File: config.mk
export PLATFORM = sky130hd
export DESIGN_NAME = sram_ctrl
export DESIGN_NICKNAME = d
export VERILOG_FILES = /design/src/rtl/sram_ctrl_pkg.sv /design/src/rtl/sram_wait_counter.sv /design/src/rtl/sram_ctrl.sv
export SDC_FILE = /design/constraint.sdc
export NUM_CORES = 1
export LEC_CHECK = 0
export BUFFER_PORTS_ARGS = -buffer_cell sky130_fd_sc_hd__buf_2
export CORE_AREA = 2 2 95 97
export DETAILED_ROUTE_END_ITERATION = 10
export DIE_AREA = 0 0 97 99
export PLACE_DENSITY = 0.74
export SLEW_MARGIN = 10
export SYNTH_ARGS = -nofsm -noshare
export SYNTH_HDL_FRONTEND = slang
export SYNTH_HIERARCHICAL = 1
export SYNTH_SLANG_ARGS = --single-unit
File: constraint.sdc
create_clock -name clk -period 4.15 [get_ports clk]
set_input_delay 0.415 -clock clk [delete_from_list [all_inputs] [get_ports clk]]
set_output_delay 0.415 -clock clk [all_outputs]
set_load 0.005 [all_outputs]
File: src/rtl/sram_ctrl_pkg.sv
// sram_ctrl_pkg: shared definitions for the 16-bit SRAM memory-stage controller.
// Holds the FSM state encoding, the parameter defaults and the phase address helper.
package sram_ctrl_pkg;

  // FSM state encoding
  localparam logic [1:0] ST_IDLE = 2'd0;
  localparam logic [1:0] ST_LO   = 2'd1;
  localparam logic [1:0] ST_HI   = 2'd2;
  localparam logic [1:0] ST_DONE = 2'd3;

  // Defaults for the controller parameters
  localparam logic [31:0] DEF_BASE_ADDR   = 32'd1024;
  localparam int          DEF_WAIT_CYCLES = 2;

  // Halfword address of one phase of a word access. The byte offset from the base
  // wraps mod 2^32, addr[1:0] is dropped, and hi selects the upper halfword.
  // The caller truncates the result to the SRAM address width.
  function automatic logic [31:0] phase_addr(input logic [31:0] byte_addr,
                                             input logic [31:0] base,
                                             input logic        hi);
    return (((byte_addr - base) >> 2) << 1) | {31'd0, hi};
  endfunction

endpackage

File: src/rtl/sram_wait_counter.sv
// sram_wait_counter: per-phase wait counter for the SRAM controller.
// Loaded on entry to each SRAM phase and counts down to zero. last_cycle
// flags the final cycle of the phase, which is when read data is sampled.
module sram_wait_counter #(
  parameter int WAIT_CYCLES = 2
) (
  input  logic clk,
  input  logic rst,
  input  logic load,
  output logic last_cycle
);

  localparam int CW = (WAIT_CYCLES < 1) ? 1 : WAIT_CYCLES;

  logic [CW-1:0] count;

  // Reload on phase entry, otherwise count down and stop at zero
  always_ff @(posedge clk or posedge rst) begin
    if (rst) begin
      count <= '0;
    end else if (load) begin
      count <= CW'(WAIT_CYCLES - 1);
    end else if (count != '0) begin
      count <= count - 1'b1;
    end
  end

  assign last_cycle = (count == '0);

endmodule

File: src/rtl/sram_ctrl.sv
// sram_ctrl: memory-stage controller that performs 32-bit loads/stores as two
// 16-bit SRAM phases (low half, then high half), each WAIT_CYCLES long.
// ready=0 freezes the pipeline until the access completes.
// Optional feature: define SRAM_CTRL_WBUF_EN for posted writes, where a store
// is accepted immediately and drained in the background without a DONE cycle.
module sram_ctrl
  import sram_ctrl_pkg::*;
#(
  parameter logic [31:0] BASE_ADDR   = DEF_BASE_ADDR,
  parameter int          WAIT_CYCLES = DEF_WAIT_CYCLES,
  parameter int          SRAM_AW     = 18
) (
  input  logic               clk,
  input  logic               rst,
  input  logic               mem_read_en,
  input  logic               mem_write_en,
  input  logic [31:0]        addr,
  input  logic [31:0]        wdata,
  output logic [31:0]        rdata,
  output logic               ready,
  output logic [SRAM_AW-1:0] sram_addr,
  output logic [15:0]        sram_wdata,
  input  logic [15:0]        sram_rdata,
  output logic               sram_we_n,
  output logic               sram_oe_n
);

`ifdef SRAM_CTRL_WBUF_EN
  localparam logic POSTED_WRITES = 1'b1;
`else
  localparam logic POSTED_WRITES = 1'b0;
`endif

  logic [1:0]  state;
  logic        op_write;
  logic [15:0] wdata_hi;
  logic        req;
  logic        load;
  logic        last_cycle;
  logic [1:0]  hi_next;

  assign req = mem_read_en | mem_write_en;

  // Counter restarts when a request starts the low phase and when low hands over to high
  assign load = ((state == ST_IDLE) && req) || ((state == ST_LO) && last_cycle);

  // Posted writes return straight to IDLE; everything else reports completion in DONE
  assign hi_next = (POSTED_WRITES && op_write) ? ST_IDLE : ST_DONE;

  sram_wait_counter #(
    .WAIT_CYCLES(WAIT_CYCLES)
  ) u_wait (
    .clk        (clk),
    .rst        (rst),
    .load       (load),
    .last_cycle (last_cycle)
  );

  // Access sequencer: latch the request, run the two halfword phases, then complete
  always_ff @(posedge clk or posedge rst) begin
    if (rst) begin
      state      <= ST_IDLE;
      op_write   <= 1'b0;
      wdata_hi   <= '0;
      rdata      <= '0;
      sram_addr  <= '0;
      sram_wdata <= '0;
      sram_we_n  <= 1'b1;
      sram_oe_n  <= 1'b1;
    end else begin
      case (state)
        ST_IDLE: begin
          if (req) begin
            // Write wins when both enables are set
            state      <= ST_LO;
            op_write   <= mem_write_en;
            wdata_hi   <= wdata[31:16];
            sram_addr  <= SRAM_AW'(phase_addr(addr, BASE_ADDR, 1'b0));
            sram_wdata <= wdata[15:0];
            sram_we_n  <= ~mem_write_en;
            sram_oe_n  <= mem_write_en;
          end
        end
        ST_LO: begin
          if (last_cycle) begin
            if (!op_write) begin
              rdata[15:0] <= sram_rdata;
            end
            state      <= ST_HI;
            sram_addr  <= {sram_addr[SRAM_AW-1:1], 1'b1};
            sram_wdata <= wdata_hi;
          end
        end
        ST_HI: begin
          if (last_cycle) begin
            if (!op_write) begin
              rdata[31:16] <= sram_rdata;
            end
            state     <= hi_next;
            sram_we_n <= 1'b1;
            sram_oe_n <= 1'b1;
          end
        end
        default: begin
          state <= ST_IDLE;
        end
      endcase
    end
  end

  // Pipeline stall: idle without a request (or a postable write), a background drain
  // with nothing waiting behind it, or the single completion cycle
  always_comb begin
    ready = 1'b0;
    case (state)
      ST_IDLE:      ready = ~req | (POSTED_WRITES & mem_write_en);
      ST_LO, ST_HI: ready = POSTED_WRITES & op_write & ~req;
      default:      ready = 1'b1;
    endcase
  end

endmodule

==> After elaboration in Yosys (flattened, before gate mapping) <==
Index checks and enable logic that the tools add are counted.
{ "classes": {"add_sub_neg": 2, "n_eq_ne": 5, "n_mux": 18, "n_bitwise": 5, "reduce_logical": 17} }
{ "ops": {"columns": ["cell", "n"], "rows": [
  ["$pmux W18 S2", 1],
  ["$mux W16", 2],
  ["$pmux W16 S2", 1],
  ["$sub A19 B11 Y19 const B", 1],
  ["$mux W18", 1],
  ["$reduce_and A3 Y1", 6],
  ["$mux W2", 5],
  ["$reduce_bool A2 Y1", 4],
  ["$ne A2 B2 Y1 const B", 3],
  ["$pmux W1 S2", 3],
  ["$pmux W2 S3", 1],
  ["$logic_not A2 Y1", 2],
  ["$mux W1", 4],
  ["$not A1 Y1", 4],
  ["$eq A2 B1 Y1 const B", 1],
  ["$eq A2 B2 Y1 const B", 1],
  ["$logic_and A1 B1 Y1", 2],
  ["$reduce_and A2 Y1", 1],
  ["$reduce_or A2 Y1", 1],
  ["$sub A2 B1 Y2 const B", 1],
  ["$logic_or A1 B1 Y1", 1],
  ["$or A1 B1 Y1", 1]
]} }
{ "word_totals": {"regBits": 89, "input_bits": 84, "wordCells": 58} }

==> Longest topological paths before layout <==
{ "depth": {"ltp_word": 4, "ltp_mapped": 9} }

==> Hierarchy <==
The synthesis kept the hierarchy.
{ "modules_own_cells": {"columns": ["mod", "instances", "cells_per_inst", "area_per_inst_um2", "seq_area_each_um2"], "rows": [
  ["sram_ctrl", 1, 296, 3647.2, 2179.6],
  ["sram_wait_counter", 1, 10, 102.6, 50.0]
]} }

==> Worst setup path after synthesis <==
OpenSTA, ideal clock, no wires.
{ "synth_path": {"path_kind": "register -> register", "startpoint": "register u_wait.count[0]", "endpoint": "register rdata[0]", "setup_time_ns": 0.125, "arrival_ns": 1.574, "t_required_ns": 4.025, "slack_ns": 2.451, "path_stages_with_launch": 7, "path_cell_list": "dfrtp_1 inv_1 ha_1 nor2b_1 nand2_1 buf_2 mux2_2"} }
{ "synth_between": {"elab_chain_cells": 2} }
{ "synth_rtl": {"columns": ["item", "line", "source"], "rows": [
  ["from (decl)", "sram_wait_counter.sv:15", "logic [CW-1:0] count;"],
  ["from (signal assigned)", "sram_wait_counter.sv:22", "count <= CW'(WAIT_CYCLES - 1);"],
  ["from (signal assigned)", "sram_wait_counter.sv:24", "count <= count - 1'b1;"],
  ["$logic_not A2 Y1", "sram_wait_counter.sv:28", "assign last_cycle = (count == '0);"],
  ["net last_cycle", "sram_ctrl.sv:39", "logic last_cycle;"],
  ["$reduce_and A3 Y1 (no line)", null, null],
  ["to (signal assigned)", "sram_ctrl.sv:87", "rdata[15:0] <= sram_rdata;"],
  ["to (decl)", "sram_ctrl.sv:19", "output logic [31:0] rdata,"]
]} }
The timed path passes the listed nets, and every way through them passes these cells.
A chain may end at the register's enable or synchronous reset.

==> Worst setup path in the final report <==
{ "layout_path": {"startpoint": "register state[1]", "endpoint": "register sram_wdata[12]"} }
{ "layout_between": {"elab_chain_cells": 3, "word_cells_on_any_way": 7} }
{ "layout_rtl": {"columns": ["item", "line", "source"], "rows": [
  ["from (decl)", "sram_ctrl.sv:34", "logic [1:0] state;"],
  ["from (signal assigned)", "sram_ctrl.sv:99", "state <= hi_next;"],
  ["$eq A2 B1 Y1 or $logic_not A2 Y1 (tied branches)", "sram_ctrl.sv:71", "case (state)"],
  ["$ne A2 B2 Y1 (no line) or $reduce_bool A2 Y1 (tied branches)", null, null],
  ["$reduce_and A3 Y1 (no line)", null, null],
  ["to (signal assigned)", "sram_ctrl.sv:79", "sram_wdata <= wdata[15:0];"],
  ["to (signal assigned)", "sram_ctrl.sv:91", "sram_wdata <= wdata_hi;"],
  ["to (decl)", "sram_ctrl.sv:22", "output logic [15:0] sram_wdata,"]
]} }
Parallel ways exist; a longest one is shown, timed or not.

==> impl_results.rst <==
.. list-table::
   :header-rows: 1

   * - Metric
     - Value
   * - Number of DRC markers after the initial detailed-route iteration
     - 54
   * - Highest ir drop seen on vdd
     - 0.000325 V
   * - Leak Pwr
     - 2.34 nW
   * - First element of the critical path
     - state[1]
   * - RSZ-0062 raised after global routing
     - false
   * - Power per cell area
     - 770 mW/mm^2
   * - Outcome
     - complete, no violations
   * - Synthesized instance count
     - 306
   * - Worst Skew
     - 0.0129 ns
   * - Vias in the first global route
     - 2,764
   * - TritonCTS clock tree
     - done
   * - Predominant post-synthesis flop cell
     - dfrtp_1
   * - Height of the die
     - 99 microns
   * - R2r startpoint
     - state[1]
   * - Register-to-register setup slack
     - 1.98 ns
   * - Startpoint type of the worst setup path
     - flop
   * - Worst endpoint required time
     - 4.37 ns
   * - Synth Area per Inst
     - 12.3 sq um
   * - Gr usage total
     - 0.174
   * - Total inserted antenna cells
     - 0
   * - Via count
     - 2,730
   * - Register bit total from synthesis
     - 89
   * - Drc violations
     - 0
   * - Final setup viols
     - 0
   * - Smallest setup slack after layout
     - 1.98 ns
   * - Final Hold Vio Count
     - 0
   * - CTS root buf
     - clkbuf_8
   * - Minimum clock period after layout
     - 2.17 ns
   * - Kind of path behind the tightest hold check
     - input port to flop
   * - Die outline width
     - 97 microns
   * - Max Buffers Root-to-Sink
     - 2
   * - Routability Congestion
     - 0.710
   * - Fraction of registers with async set or reset after synthesis
     - 1.00
   * - Number of nets in the synthesized netlist
     - 396
   * - Destination of the worst register-to-register timing path
     - sram_wdata[12]
   * - Kind of end point of the critical path
     - flop
   * - Core footprint
     - 0.00855 sq mm
   * - Wire length of the first global-routing pass
     - 13.4 mm
   * - Maximum number of pins on one net before global-route repair
     - 47
   * - Die footprint
     - 0.00960 sq mm
   * - Final total negative setup slack
     - 0 ns
   * - Yosys Warn Count
     - 6
   * - Highest fanout seen on the critical path
     - 32
   * - Synthesis-to-finish area growth
     - 27.5%
   * - Rel. slew slack
     - 0.454
   * - R2R depth
     - 7
   * - Count of nets left with antenna violations after detail routing
     - 0
   * - DR vias/cell
     - 4.88
   * - Number of placement rows
     - 34
   * - Number of resized instances in the post-cts repair step
     - 0
   * - Post-DP Area
     - 0.00456 sq mm
   * - Post-synth EDFFs
     - 0
   * - Critical Path Sink
     - sram_wdata[12]
   * - Fraction of final layout cells with drive strength greater than 1
     - 0.480
   * - H-tree depth
     - 3
   * - Number of clock sinks
     - 89
   * - Dominant cell type by area after synthesis
     - dfrtp_1
   * - I/O Buffers
     - 137
   * - Drt pass-1 iters
     - 6
   * - Placed wire-length estimate after detailed placement
     - 5.82 mm
   * - Final wirelength
     - 8.06 mm
   * - Max Clk Rate
     - 0.462 GHz
   * - Nets
     - 537
   * - Synth unique cells
     - 31
   * - Effective utilization at floorplan
     - 0.439
   * - Routed WL per cell
     - 14.4 microns
   * - Total clock buffers created by CTS
     - 9
   * - Post-route cell area
     - 0.00478 sq mm
   * - Worst Path Class, Setup
     - flop to flop
   * - Clock input transition at the sequential cells of the worst setup and hold paths
     - 0.09 ns
   * - CP arrival
     - 2.39 ns
   * - Total gr overflow
     - 0
   * - Netlist area before placement
     - 0.00375 sq mm
   * - Number of I/O pins
     - 153
   * - Pre-CTS WS
     - 1.97 ns
   * - Number of antenna violations at the first check in global routing
     - 0
   * - Top-area cell type share of the netlist area
     - 0.581
   * - Synth area leaders
     - dfrtp_1 (58%), mux2_2 (15%), mux2i_1 (4.5%), nand2_1 (3.9%), nor2_1 (2.7%)
   * - Skew-Pair Late Insertion Delay
     - 0.35 ns
   * - Worst-Margin Slew
     - 0.819 ns
   * - Part of the cycle the worst path needs
     - 0.522
   * - Portion of the post-synthesis area used by sequential elements
     - 0.595
   * - Final-report max-slew violation count
     - 0
   * - Max-capacitance violation count
     - 0
[report_power, final]
part	total [mW]	switching, mW	internal [mW]
clock	0.627	0.323	0.304
sequential	1.53	0.213	1.32
combinational	1.52	0.743	0.777
total	3.68	1.28	2.40
[Yosys cell counts, types with 3 or more instances]
cell type	instances
nand2_1	39
xnor2_1	4
nor2b_1	3
o21ai_0	8
mux2_2	50
nor2_1	27
mux2i_1	17
ha_1	6
buf_2	12
a21oi_1	19
xor2_1	3
inv_1	9
dfrtp_1	87
[registers in the layout, summed over array words and instances, names as in the netlist]
| name | cells |
|---|---|
| state | 2 |
| wdata_hi | 16 |
| op_write | 1 |
| sram_oe_n | 1 |
| u_wait/count | 2 |
| sram_we_n | 1 |
| sram_wdata | 16 |
| rdata | 32 |
| sram_addr | 18 |
[area by class of cell]
type / count / area, sq um
clock buffers: 10 / 138
multi-input cells: 194 / 1430
repair buffers: 144 / 741
clock inverters: 6 / 73.8
well taps: 108 / 135
flip-flops and latches: 89 / 2230
inverters: 9 / 35.0
fillers: 761 / 3770
[metrics by stage]
step	instances	power (mW)	hold slack [ns]	utilization
2_1_floorplan	306	2.49	0.156	-
3_3_place_gp	543	3.01	0.286	0.533
3_5_place_dp	543	3.10	0.286	0.533
4_1_cts	560	3.73	0.232	0.559
5_1_grt	560	3.99	0.250	0.559
6_report	560	3.68	0.248	0.559
[worst min-delay path by stage]
stage                       to    start  slack [ns]  depth (start not counted)
6_report          sram_addr[6]  addr[7]        0.25                          3
5_1_grt           sram_addr[6]  addr[7]        0.25                          3
4_1_cts           sram_addr[4]  addr[5]        0.23                          3
3_5_place_dp   u_wait/count[1]      rst        0.29                          2
3_3_place_gp   u_wait/count[0]      rst        0.29                          2
2_1_floorplan  u_wait/count[0]      rst        0.16                          1
[kinds of logic (layout without fill, tap and decap cells)]
family                   after synthesis  count (layout)  share of synthesized area
adder cells (fa/ha/maj)                6               6                     0.0200
buffers and inverters                 23             169                     0.0274
AO/OA/AOI/OAI                         37              37                     0.0564
multiplexers                          67              67                      0.196
AND/OR/NAND/NOR                       77              77                     0.0898
flip-flops                            89              89                      0.595
XOR/XNOR                               7               7                     0.0164
[cells in the final DEF, fill, tap and decap left out, types with 3 or more instances in the layout]
cell,count
a21oi_1,19
ha_1,6
nor2_1,27
nand2_1,39
inv_6,3
xor2_1,3
inv_1,8
mux2i_1,17
clkbuf_8,10
dfrtp_1,87
buf_4,6
nor2b_1,3
mux2_2,50
o21ai_0,8
buf_2,137
xnor2_1,4
[critical path, stage by stage (launching register included)]
cell and delay (ns):
dfrtp_1 0.41, inv_1 0.09, ha_1 0.69, nor2b_1 0.35, a211oi_4 0.07, buf_4 0.25
nor2_1 0.13, a21oi_1 0.05
[layer usage]
layer | GRT usage | wire length (microns) | up-vias
li1 | - | - | 1324
met5 | 0 | 0 | -
met4 | 0.0769 | 142 | 0
met2 | 0.312 | 4280 | 63
met3 | 0.0312 | 343 | 11
met1 | 0.205 | 3300 | 1332
[repair_timing]
item | in CTS | in global routing
setup buffers | 0 | 0
hold buffers | 1 | 0
hold endpoints to repair | 2 | 0
Note: power is estimated with default switching activity, not from simulation.
